[src/rtl/wb_stage.sv]
// Writeback stage: arbitrates the register-file write port between the in-order
// pipeline and an out-of-order multiply/divide unit through a one-entry buffer.
module wb_stage (
    input  logic        clock,
    input  logic        ctrl_reset,
    input  logic [31:0] in_O,
    input  logic [31:0] in_D,
    input  logic [31:0] in_ir,
    input  logic        md_ready,
    input  logic [31:0] md_result,
    input  logic [4:0]  md_rd,
    input  logic        md_exception,
    input  logic        md_is_div,
    output logic        ctrl_writeEnable,
    output logic [4:0]  ctrl_writeReg,
    output logic [31:0] data_writeReg,
    output logic        wb_stall,
    output logic        md_pending,
    output logic        md_overrun
);

    localparam logic [4:0] OP_RTYPE = 5'b00000;
    localparam logic [4:0] OP_ADDI  = 5'b00101;
    localparam logic [4:0] OP_LW    = 5'b01000;
    localparam logic [4:0] OP_JAL   = 5'b00011;
    localparam logic [4:0] OP_SETX  = 5'b10101;
    localparam logic [4:0] ALU_MUL  = 5'b00110;
    localparam logic [4:0] ALU_DIV  = 5'b00111;
    localparam logic [4:0] REG_ZERO = 5'd0;
    localparam logic [4:0] REG_RA   = 5'd31;
    localparam logic [4:0] REG_STAT = 5'd30;
    localparam logic [1:0] CNT_MAX  = 2'd3;

    logic [4:0]  opcode_s;
    logic [4:0]  rd_s;
    logic [4:0]  aluop_s;
    logic        unused_ir_s;

    logic        pipe_we_s;
    logic [4:0]  pipe_dest_s;
    logic [31:0] pipe_data_s;
    logic        pipe_wr_s;

    logic [4:0]  md_dest_s;
    logic [31:0] md_data_s;
    logic        md_wr_s;

    logic        buf_valid_r;
    logic [4:0]  buf_dest_r;
    logic [31:0] buf_data_r;
    logic [1:0]  wait_cnt_r;
    logic        overrun_r;

    logic        drain_s;
    logic        starve_s;
    logic        we_s;
    logic [4:0]  wreg_s;
    logic [31:0] wdata_s;
    logic        stall_s;

    assign opcode_s    = in_ir[31:27];
    assign rd_s        = in_ir[26:22];
    assign aluop_s     = in_ir[6:2];
    assign unused_ir_s = ^{in_ir[21:7], in_ir[1:0]};

    // Decode which register (if any) the instruction in the writeback latch writes.
    always_comb begin
        pipe_we_s   = 1'b0;
        pipe_dest_s = REG_ZERO;
        pipe_data_s = 32'd0;
        case (opcode_s)
            OP_RTYPE: begin
                if ((aluop_s != ALU_MUL) && (aluop_s != ALU_DIV)) begin
                    pipe_we_s   = 1'b1;
                    pipe_dest_s = rd_s;
                    pipe_data_s = in_O;
                end else begin
                    pipe_we_s   = 1'b0;
                end
            end
            OP_ADDI: begin
                pipe_we_s   = 1'b1;
                pipe_dest_s = rd_s;
                pipe_data_s = in_O;
            end
            OP_LW: begin
                pipe_we_s   = 1'b1;
                pipe_dest_s = rd_s;
                pipe_data_s = in_D;
            end
            OP_JAL: begin
                pipe_we_s   = 1'b1;
                pipe_dest_s = REG_RA;
                pipe_data_s = in_O;
            end
            OP_SETX: begin
                pipe_we_s   = 1'b1;
                pipe_dest_s = REG_STAT;
                pipe_data_s = in_O;
            end
            default: begin
                pipe_we_s   = 1'b0;
            end
        endcase
    end

    // A write aimed at r0 is treated as no write at all, so it never competes for the port.
    assign pipe_wr_s = pipe_we_s && (pipe_dest_s != REG_ZERO);

    // Map an arriving multdiv result to its destination; exceptions report through r30.
    always_comb begin
        md_dest_s = md_rd;
        md_data_s = md_result;
        if (md_exception) begin
            md_dest_s = REG_STAT;
            md_data_s = md_is_div ? 32'd5 : 32'd4;
        end else begin
            md_dest_s = md_rd;
            md_data_s = md_result;
        end
    end

    assign md_wr_s  = md_ready && (md_dest_s != REG_ZERO);
    assign starve_s = buf_valid_r && pipe_wr_s && (wait_cnt_r == CNT_MAX);
    assign drain_s  = buf_valid_r && (!pipe_wr_s || (wait_cnt_r == CNT_MAX));

    // Write-port arbitration: starvation drain, pipeline, buffered result, direct bypass.
    always_comb begin
        we_s    = 1'b0;
        wreg_s  = REG_ZERO;
        wdata_s = 32'd0;
        stall_s = 1'b0;
        if (!ctrl_reset) begin
            we_s    = 1'b0;
        end else if (drain_s) begin
            stall_s = starve_s;
            we_s    = 1'b1;
            wreg_s  = buf_dest_r;
            wdata_s = buf_data_r;
        end else if (pipe_wr_s) begin
            we_s    = 1'b1;
            wreg_s  = pipe_dest_s;
            wdata_s = pipe_data_s;
        end else if (md_wr_s) begin
            we_s    = 1'b1;
            wreg_s  = md_dest_s;
            wdata_s = md_data_s;
        end else begin
            we_s    = 1'b0;
        end
    end

    // Multdiv buffer, starvation counter and sticky overrun flag.
    always_ff @(posedge clock) begin
        if (!ctrl_reset) begin
            buf_valid_r <= 1'b0;
            buf_dest_r  <= REG_ZERO;
            buf_data_r  <= 32'd0;
            wait_cnt_r  <= 2'd0;
            overrun_r   <= 1'b0;
        end else if (drain_s) begin
            // The port is busy with the drain, so a result arriving now must be parked.
            wait_cnt_r <= 2'd0;
            if (md_wr_s) begin
                buf_valid_r <= 1'b1;
                buf_dest_r  <= md_dest_s;
                buf_data_r  <= md_data_s;
            end else begin
                buf_valid_r <= 1'b0;
            end
        end else if (buf_valid_r) begin
            wait_cnt_r <= wait_cnt_r + 2'd1;
            if (md_ready) begin
                overrun_r <= 1'b1;
            end else begin
                overrun_r <= overrun_r;
            end
        end else if (md_wr_s && pipe_wr_s) begin
            buf_valid_r <= 1'b1;
            buf_dest_r  <= md_dest_s;
            buf_data_r  <= md_data_s;
            wait_cnt_r  <= 2'd0;
        end else begin
            buf_valid_r <= buf_valid_r;
        end
    end

    assign ctrl_writeEnable = we_s;
    assign ctrl_writeReg    = we_s ? wreg_s : REG_ZERO;
    assign data_writeReg    = we_s ? wdata_s : 32'd0;
    assign wb_stall         = stall_s;
    assign md_pending       = buf_valid_r && ctrl_reset;
    assign md_overrun       = overrun_r;

endmodule

[config.mk]
export PLATFORM = sky130hd
export DESIGN_NAME = wb_stage
export DESIGN_NICKNAME = d
export VERILOG_FILES = /design/src/rtl/wb_stage.sv
export SDC_FILE = /design/constraint.sdc
export NUM_CORES = 1
export LEC_CHECK = 0
export BUFFER_PORTS_ARGS = -buffer_cell sky130_fd_sc_hd__buf_2
export CORE_AREA = 2 2 90 92
export DETAILED_ROUTE_END_ITERATION = 10
export DIE_AREA = 0 0 92 94
export PLACE_DENSITY_LB_ADDON = 0.2
export SLEW_MARGIN = 20
export SYNTH_ARGS = -nofsm -noshare
export SYNTH_HDL_FRONTEND = slang
export SYNTH_SLANG_ARGS = --single-unit
[constraint.sdc]
create_clock -name clock -period 2.5 [get_ports clock]
set_input_delay 0.125 -clock clock [delete_from_list [all_inputs] [get_ports clock]]
set_output_delay 0.125 -clock clock [all_outputs]
set_load 0.01 [all_outputs]
* Word level (Yosys, flattened, before mapping)
Index checks and enable logic that the tools add are counted.
W data, S select, Z words.
** Word-level totals
- Register bits :: 41
- Input port bits :: 138
- Output and inout bits :: 41
- Word-level logic and storage cells :: 76
** Operators by class
- Add/sub/neg operators :: 1
- Equal/unequal tests :: 9
- Muxes and demuxes :: 38
- Bitwise logic cells :: 2
- Reduce and logical (&&, ||, !) cells :: 21
** Operators with widths (number)
- $mux W32 :: 11
- $pmux W32 S3 :: 1
- $mux W5 :: 11
- $pmux W5 S4 :: 1
- $mux W1 :: 11
- $ne A5 B3 Y1 const B :: 2
- $reduce_bool A5 Y1 :: 2
- $logic_and A1 B1 Y1 :: 8
- $reduce_and A3 Y1 :: 2
- $eq A5 B2 Y1 const B :: 1
- $eq A5 B3 Y1 const B :: 1
- $eq A5 B4 Y1 const B :: 1
- $eq A5 B5 Y1 const B :: 1
- $logic_not A5 Y1 :: 1
- $mux W2 :: 2
- $reduce_bool A2 Y1 :: 2
- $reduce_or A2 Y1 :: 2
- $reduce_or A4 Y1 :: 1
- $reduce_or A3 Y1 :: 1
- $add A2 B1 Y2 const B :: 1
- $eq A2 B2 Y1 const B :: 1
- $ne A2 B1 Y1 const B :: 1
- $ne A2 B2 Y1 const B :: 1
- $not A1 Y1 :: 2
- 3 further kinds :: 3

* Longest topological paths before layout
Gate-level depths: netlist of run 1.
- Word-level depth :: 12
- Mapped depth :: 8
- Depth with buffers taken out :: 6

* Worst setup path before layout of run 1
Ideal clock, no wire load.
- Kind :: in2out
- Start point :: in in_ir[31]
- End point :: out data_writeReg[22]
- Arrival :: 1.999 ns
- Data required time :: 2.375 ns
- Slack :: 0.376 ns
- Cell stages on the path :: 8
- Buffers on the path :: 2
- Cells stage by stage :: or4_4 > nor4b_2 > a311oi_2 > a41oi_1 > buf_2 > buf_4 > o21ai_1 > a21oi_1
** Between the ends
- Cells in the longest elaborated chain, start to end :: 11
- Elaborated cells on any way between the ends :: 23
- Those cells by class :: eq/ne: 4; mux: 10; reduce/logical: 9
** Ends and longest elaborated chain
- from (decl) :: line 8 : input logic [31:0] in_ir,
- $eq A5 B4 Y1 / $eq A5 B3 Y1 (equally long branches) :: line 71 : case (opcode_s)
- $reduce_or A2 Y1 (no line)
- $pmux W5 S4 :: line 71
- $reduce_bool A5 Y1 :: line 108 : assign pipe_wr_s = pipe_we_s && (pipe_dest_s != REG_ZERO);
- $logic_and A1 B1 Y1 (*) :: line 108
- $logic_not A1 Y1 :: line 125 : assign drain_s = buf_valid_r && (!pipe_wr_s || (wait_cnt_r == CNT_MAX));
- $logic_or A1 B1 Y1 :: line 125
- $logic_and A1 B1 Y1 :: line 125
- $mux W1 (*) :: line 135 : end else if (drain_s) begin
- $mux W1 (*) :: line 133 : if (!ctrl_reset) begin
- named net ctrl_writeEnable :: line 14 : output logic ctrl_writeEnable,
- $mux W32 (*) :: line 190 : assign data_writeReg = we_s ? wdata_s : 32'd0;
- to (decl) :: line 16 : output logic [31:0] data_writeReg,
Mark *: on every way through the listed nets, which the timed path passes. The rest lies on a longest branch.

* Worst setup path in the final report of run 1
- Start point :: in in_ir[31]
- End point :: out ctrl_writeReg[1]
** Between the ends
- Cells in the longest elaborated chain, start to end :: 11
- Elaborated cells on any way between the ends :: 21
- Those cells by class :: eq/ne: 4; mux: 9; reduce/logical: 8
** Ends and longest elaborated chain
- $eq A5 B4 Y1 / $eq A5 B3 Y1 (equally long branches) :: line 71
- $reduce_or A2 Y1 (no line)
- $pmux W5 S4 :: line 71
- $reduce_bool A5 Y1 :: line 108
- $logic_and A1 B1 Y1 :: line 108
- $logic_not A1 Y1 :: line 125
- $logic_or A1 B1 Y1 :: line 125
- $logic_and A1 B1 Y1 :: line 125
- $mux W5 / $mux W1 (equally long branches) :: line 135
- $mux W5 / $mux W1 (equally long branches) :: line 133
- $mux W5 (*) :: line 189 : assign ctrl_writeReg = we_s ? wreg_s : REG_ZERO;
- to (decl) :: line 15 : output logic [4:0] ctrl_writeReg,
Every way passes the cells marked *; elsewhere a longest branch is shown, timed or not.

==> results.yml, run 1 <==
synthesis:
  ys_warn_count: 0
  synth_top_area_share_pct: 23.6
  netlist_top_cells_count: "a21oi_1, dfxtp_1, nand2_1"
  synth_top_cell_by_area: "dfxtp_1"
  yosysMostFrequentCell: "a21oi_1"
  synth_cells: 468
  yosysSeqAreaShare_pct: 23.6
  synth_cell_types: 51
  ys.flop_type: "dfxtp_1"
  syn-cell-area_um2: 3480
  synthesis.nets: 607
  synth.avg_cell_area_um2: 7.44
  synthTopCellsByArea: "dfxtp_1, a21oi_1, a22o_1"
  synth_edf_count: 0
  ys_seq_elements: 41
  async_reset_ff_share_pct: 0
sta:
  finalSetupViolCount: 0
  tightestPinTransition_ns: 0.716
  drv_slew: 0
  finalCriticalPeriod_ns: 2.38
  hold_viol_final: 0
  rsz0062_at_grt: "false"
  setup_tns_ns: 0
  holdWs_ns: 0.104
  min_period_over_period_pct: 95.3
  fmax_ghz: 0.420
  slew_headroom_pct: 51.6
  finClkSkew_ns: 0.00737
place:
  dp_hpwl_mm: 8.14
  place_area_um2: 4460
  place.port_buffers: 160
  gp_congestion: 0.787
power:
  power_density_nw_per_um2: 371
  p_seq_share_pct: 40.5
  combPwrFrac_pct: 33.8
  power_frac_clock_pct: 25.7
  switchingPower_uw: 588
  report.power.total_mw: 1.70
  p_sw_share_pct: 34.5
  internal-power_mw: 1.11
  max-vdd-ir-drop_uv: 271
  leakagePower_nw: 1.90
detailed_routing:
  viasPerCell: 5.84
  num_vias: 4192
  drtIter0Drc: 228
  routedWlPerCell_um: 15.8
  drt_pass1_iterations: 5
  ant_nets: 0
  drt-total-wl_mm: 11.4
  route.detailed.drc: 0
critical_path:
  arrival_ns: 2.26
  rr_endpoint: "wait_cnt_r[1]$_SDFFE_PP0P_"
  ff2ff_path_depth: 5
  cp-startpoint: "in_ir[31]"
  path_max_fanout: 39
  critical_path_required_ns: 2.38
  endpoint_kind: "output port"
  regToRegSetupSlack_ns: 0.89
  r2r_start: "buf_valid_r$_SDFF_PN0_"
  critPathCapture: "ctrl_writeReg[1]"
  worstSetupPathType: "primary input to output port"
  crit_path_start_kind: "primary input"
floorplan:
  io_pins: 179
  coreArea_um2: 7610
  num_rows: 32
  die_h_um: 94
  dieArea_um2: 8650
  die_x_um: 92
  start_util_pct: 45.7
clock_tree:
  insertion_delay_ns: 0.30
  cts_htree_levels: 2
  path_clk_slew_ns: 0.08
  numCtsBuffers: 5
  cts_buffer_depth: 2
  cts_tree: "yes"
  cts.sinks: 41
  cts-root-buf: "clkbuf_8"
layout:
  final_nets: 754
  final_cell_area_um2: 4590
  area_growth_pct: 32.0
  n_antenna_cell: 0
  n_fill_cell: 757
  layout-drive-gt1-share_pct: 41.6
run:
  maxCapViolations: 0
global_route:
  grt_max_degree: 63
  antenna_found_initial: 0
  overflow: 0
  grt_pass1_vias: 3918
  grt_pass1_wl_mm: 18.3
  grtUsageTotal_pct: 26.0
outcome:
  outcome: "finished clean"
min_path:
  hold_path_class: "primary input to flop"
-- layout make-up --
cell class | instances | area (µm²) | area share [%]
Multi-Input combinational cell | 372 | 2460 | 53.6
Sequential cell | 41 | 822 | 17.9
Timing Repair Buffer | 189 | 1070 | 23.4
Clock inverter | 3 | 17.5 | 0.381
Inverter | 6 | 22.5 | 0.490
Clock buffer | 5 | 68.8 | 1.50
Tap cell | 102 | 128 | 2.78
-- layer usage --
metal / GRT usage, % / routed length (µm) / vias up
li1: - / - / 2053
met1: 33.8 / 4880 / 1938
met2: 44.1 / 5540 / 191
met3: 4.90 / 830 / 10
met4: 7.09 / 107 / 0
met5: 0 / 0 / -
-- per-stage QoR --
stage,utilization [%],cells,setup WS (ns)
floorplan,-,468,0.376
global placement,58.6,710,0.103
detailed placement,58.6,710,-0.0160
CTS,59.9,718,0.0653
global route,60.4,718,0.0114
finish,60.4,718,0.119
-- placed cells by master, fill, tap and decap left out, drive strengths merged, types with 2 or more instances in the layout --
master,instances
mux2i,2
inv,6
a22o,33
o21ai,68
or3,3
clkinv,2
nor2,12
nor4,4
a31oi,6
dfxtp,41
a211oi,8
a41oi,2
buf,189
nor3,3
nand3b,6
nand4b,2
clkbuf,5
nand3,32
nor4b,2
nand4,30
nand2,39
nor2b,31
or3b,2
a21oi,71
-- worst min path at each step --
stage,depth (start not counted),slack (ns),endpoint,start
after floorplan,2,0.29,buf_data_r[30]$_SDFFE_PN0P_,md_result[30]
after global placement,3,0.41,buf_data_r[30]$_SDFFE_PN0P_,md_result[30]
after detailed placement,3,0.43,buf_data_r[30]$_SDFFE_PN0P_,md_result[30]
after CTS,3,0.1,buf_data_r[30]$_SDFFE_PN0P_,md_result[30]
after global routing,3,0.13,buf_data_r[30]$_SDFFE_PN0P_,md_result[30]
final,3,0.10,buf_data_r[30]$_SDFFE_PN0P_,md_result[30]
-- power by group through the flow --
stage	combinational [mW]	sequential (mW)	clock (mW)
3_5_place_dp	0.565	0.705	0
2_1_floorplan	0.342	0.702	0
6_report	0.576	0.690	0.437
4_1_cts	0.569	0.690	0.444
3_3_place_gp	0.554	0.704	0
5_1_grt	0.630	0.693	0.467
-- worst max-delay path, cell delays in order --
cell and delay, ns:
buf_2 0.11, or4_4 0.58, nor4b_2 0.38, a311oi_4 0.13
a22oi_2 0.23, buf_12 0.24, o21ai_1 0.09, a31oi_1 0.18
buf_2 0.16
-- cell families after synthesis --
kind of cell,after synthesis,synth area share [%]
AO/OA/AOI/OAI,198,39.6
AND/OR/NAND/NOR,171,27.7
buffers and inverters,55,8.23
flip-flops,41,23.6
multiplexers,2,0.575
adder cells (fa/ha/maj),1,0.360
-- flip-flops by register name, summed over array words and instances (netlist names) --
name and count:
buf_dest_r 5, buf_valid_r 1, buf_data_r 32, wait_cnt_r 2, md_overrun 1
-- timing repair --
| item | in CTS | in global routing |
|---|---|---|
| endpoints found under the setup margin | 1 | 36 |
| hold buffers | 0 | 0 |
| setup buffers | 0 | 0 |
| pin swaps | 0 | 1 |
| resized for setup | 2 | 6 |
| cloned | 0 | 0 |
Power figures use the tool's default switching activity.
==> inputs of run 2 (changes only) <==
CORE_AREA = 2 2 95 97   (was 2 2 90 92)
DIE_AREA = 0 0 97 99   (was 0 0 92 94)
clock period = 2 ns   (was 2.5 ns; I/O delays follow)
==> run 2 against run 1 <==
Effect of this change: the flow now finishes with violations (setup timing); cell count rose by 5.7%; non-clock buffer count rose by 35; routed wire length rose by 9.4%; design area rose by 16%; global-route usage fell by 1.3 points; clock-buffer cell count rose by 2; largest cell class unchanged.
==> results.yml, run 2 (same netlist as run 1, synthesis figures left out) <==
power:
  power_density_nw_per_um2: 463
  report.power.total_mw: 2.46
  max-vdd-ir-drop_uv: 287
  leakagePower_nw: 2.20
critical_path:
  crit_path_start_kind: "primary input"
  endpoint_kind: "output port"
  path_max_fanout: 20
  crit_top_cell: "buf_6"
  critPathMaxStageDelay_ns: 0.57
  worstSetupPathType: "primary input to output port"
  regToRegSetupSlack_ns: 0.43
  critPathCapture: "ctrl_writeReg[0]"
  r2r_start: "wait_cnt_r[0]$_SDFFE_PP0P_"
  critPathSlowestCell: "or4_4"
  arrival_ns: 2.17
  cp-startpoint: "in_ir[31]"
  worst-path-stages: 10
  rr_endpoint: "buf_data_r[22]$_SDFFE_PN0P_"
  crit_family: "simple AND/OR/NAND/NOR gates"
  worstPathCellList: "buf_6 -> or4_4 -> nor4b_4 -> a311oi_4 -> a22oi_2 -> buf_6 -> buf_12 -> nand3_1 -> o211a_1 -> buf_2"
  critical_path_required_ns: 1.90
  ff2ff_path_depth: 7
  cp_num_buf_inv: 4
detailed_routing:
  drt-total-wl_mm: 12.4
  route.detailed.drc: 0
  ant_nets: 0
  routedWlPerCell_um: 16.4
  drt_pass1_iterations: 5
  viasPerCell: 5.68
  num_vias: 4313
  drtIter0Drc: 196
sta:
  fmax_ghz: 0.441
  holdWs_ns: 0.0922
  hold_viol_final: 0
  rsz0062_at_grt: "true"
  setup_tns_ns: -10.27
  final.setup.worst_slack_ns: -0.268
  finalCriticalPeriod_ns: 2.27
  slew_headroom_pct: 62.1
  drv_slew: 0
  tightestPinTransition_ns: 0.569
  min_period_over_period_pct: 113
  finClkSkew_ns: 0.00575
  finalSetupViolCount: 75
layout:
  final_cell_area_um2: 5320
  top_register: "buf_data_r"
  mostFrequentLayoutCell: "buf_2"
  top_regs: "buf_data_r x32, buf_dest_r x5, wait_cnt_r x2"
  layout-drive-gt1-share_pct: 52.1
  area_growth_pct: 52.9
  n_antenna_cell: 0
  final_cell_mix: "buf_2, a21oi_1, dfxtp_1, buf_4, nand2_1"
  largest_reg_flops: 32
  final_nets: 789
clock_tree:
  cts_buffer_depth: 2
  hold_buffers: 0
  numCtsBuffers: 5
  path_clk_slew_ns: 0.08
  cts-root-buf: "clkbuf_8"
  cts.sinks: 41
  cts_htree_levels: 2
  insertion_delay_ns: 0.29
  cts_tree: "yes"
global_route:
  antenna_found_initial: 0
  grt_max_degree: 63
  overflow: 0
  grt_pass1_wl_mm: 19.9
  grt_pass1_vias: 4235
  grtUsageTotal_pct: 24.7
floorplan:
  io_pins: 179
  coreArea_um2: 8550
  die_x_um: 97
  die_h_um: 99
  dieArea_um2: 9600
  start_util_pct: 40.7
  num_rows: 34
place:
  place_area_um2: 4750
  dp_slack_ns: -0.291
  place.port_buffers: 160
  dp_hpwl_mm: 8.50
  gp_congestion: 0.797
outcome:
  violations: "setup timing"
  outcome: "finished with violations"
min_path:
  hold_path_class: "primary input to flop"
run:
  maxCapViolations: 0
-- run 2: cell count changes in the layout (fill, tap and decap cells not counted), sizes merged --
cell / before / now
buf: 189 / 221
bufinv: 0 / 1
clkbuf: 5 / 10
clkinv: 2 / 0
clkinvlp: 1 / 0
-- run 2: repair_timing --
action	CTS	global route
setup buffers	4	11
cloned	1	4
resized for setup	36	30
pin swaps	2	20
endpoints found under the setup margin	39	75
-- run 2: cell type report --
cell class / count / area [µm²]
fill: 775 / 3230
clock buffer: 7 / 86.3
multi-input combinational: 372 / 2700
tap: 108 / 135
sequential: 41 / 821
inverter: 6 / 22.5
clock inverter: 1 / 30.0
timing repair buffer: 224 / 1530
-- run 2: worst min-delay path by stage --
stage                   from                           to  slack (ns)  cells after the start
6_report       md_result[30]  buf_data_r[30]$_SDFFE_PN0P_        0.09                      3
3_5_place_dp   md_result[30]  buf_data_r[30]$_SDFFE_PN0P_        0.40                      3
4_1_cts        md_result[30]  buf_data_r[30]$_SDFFE_PN0P_        0.09                      3
3_3_place_gp   md_result[30]  buf_data_r[30]$_SDFFE_PN0P_        0.40                      3
2_1_floorplan  md_result[30]  buf_data_r[30]$_SDFFE_PN0P_        0.27                      2
5_1_grt        md_result[30]  buf_data_r[30]$_SDFFE_PN0P_         0.1                      3
-- run 2: worst min-delay path, cell delays in order --
cell and delay (ns):
buf_2 0.11, nand3b_1 0.07, mux2i_1 0.06
-- run 2: per-stage QoR --
stage          instances  utilization [%]
6_report             759             62.2
5_1_grt              759             62.2
4_1_cts              746             59.1
3_5_place_dp         733             55.5
3_3_place_gp         733             55.5
2_1_floorplan        468                -
-- run 2: report_power, final --
| part | internal (mW) | switching (mW) |
|---|---|---|
| registers | 0.846 | 0.0175 |
| clock network | 0.407 | 0.294 |
| logic | 0.419 | 0.481 |
| total | 1.67 | 0.792 |
-- run 2: layer usage --
layer	global-route usage (%)	wire length, µm	up-vias
li1	-	-	2126
met1	31.5	5360	1998
met2	44.0	6030	173
met3	3.40	869	16
met4	6.07	159	0
met5	0	0	-
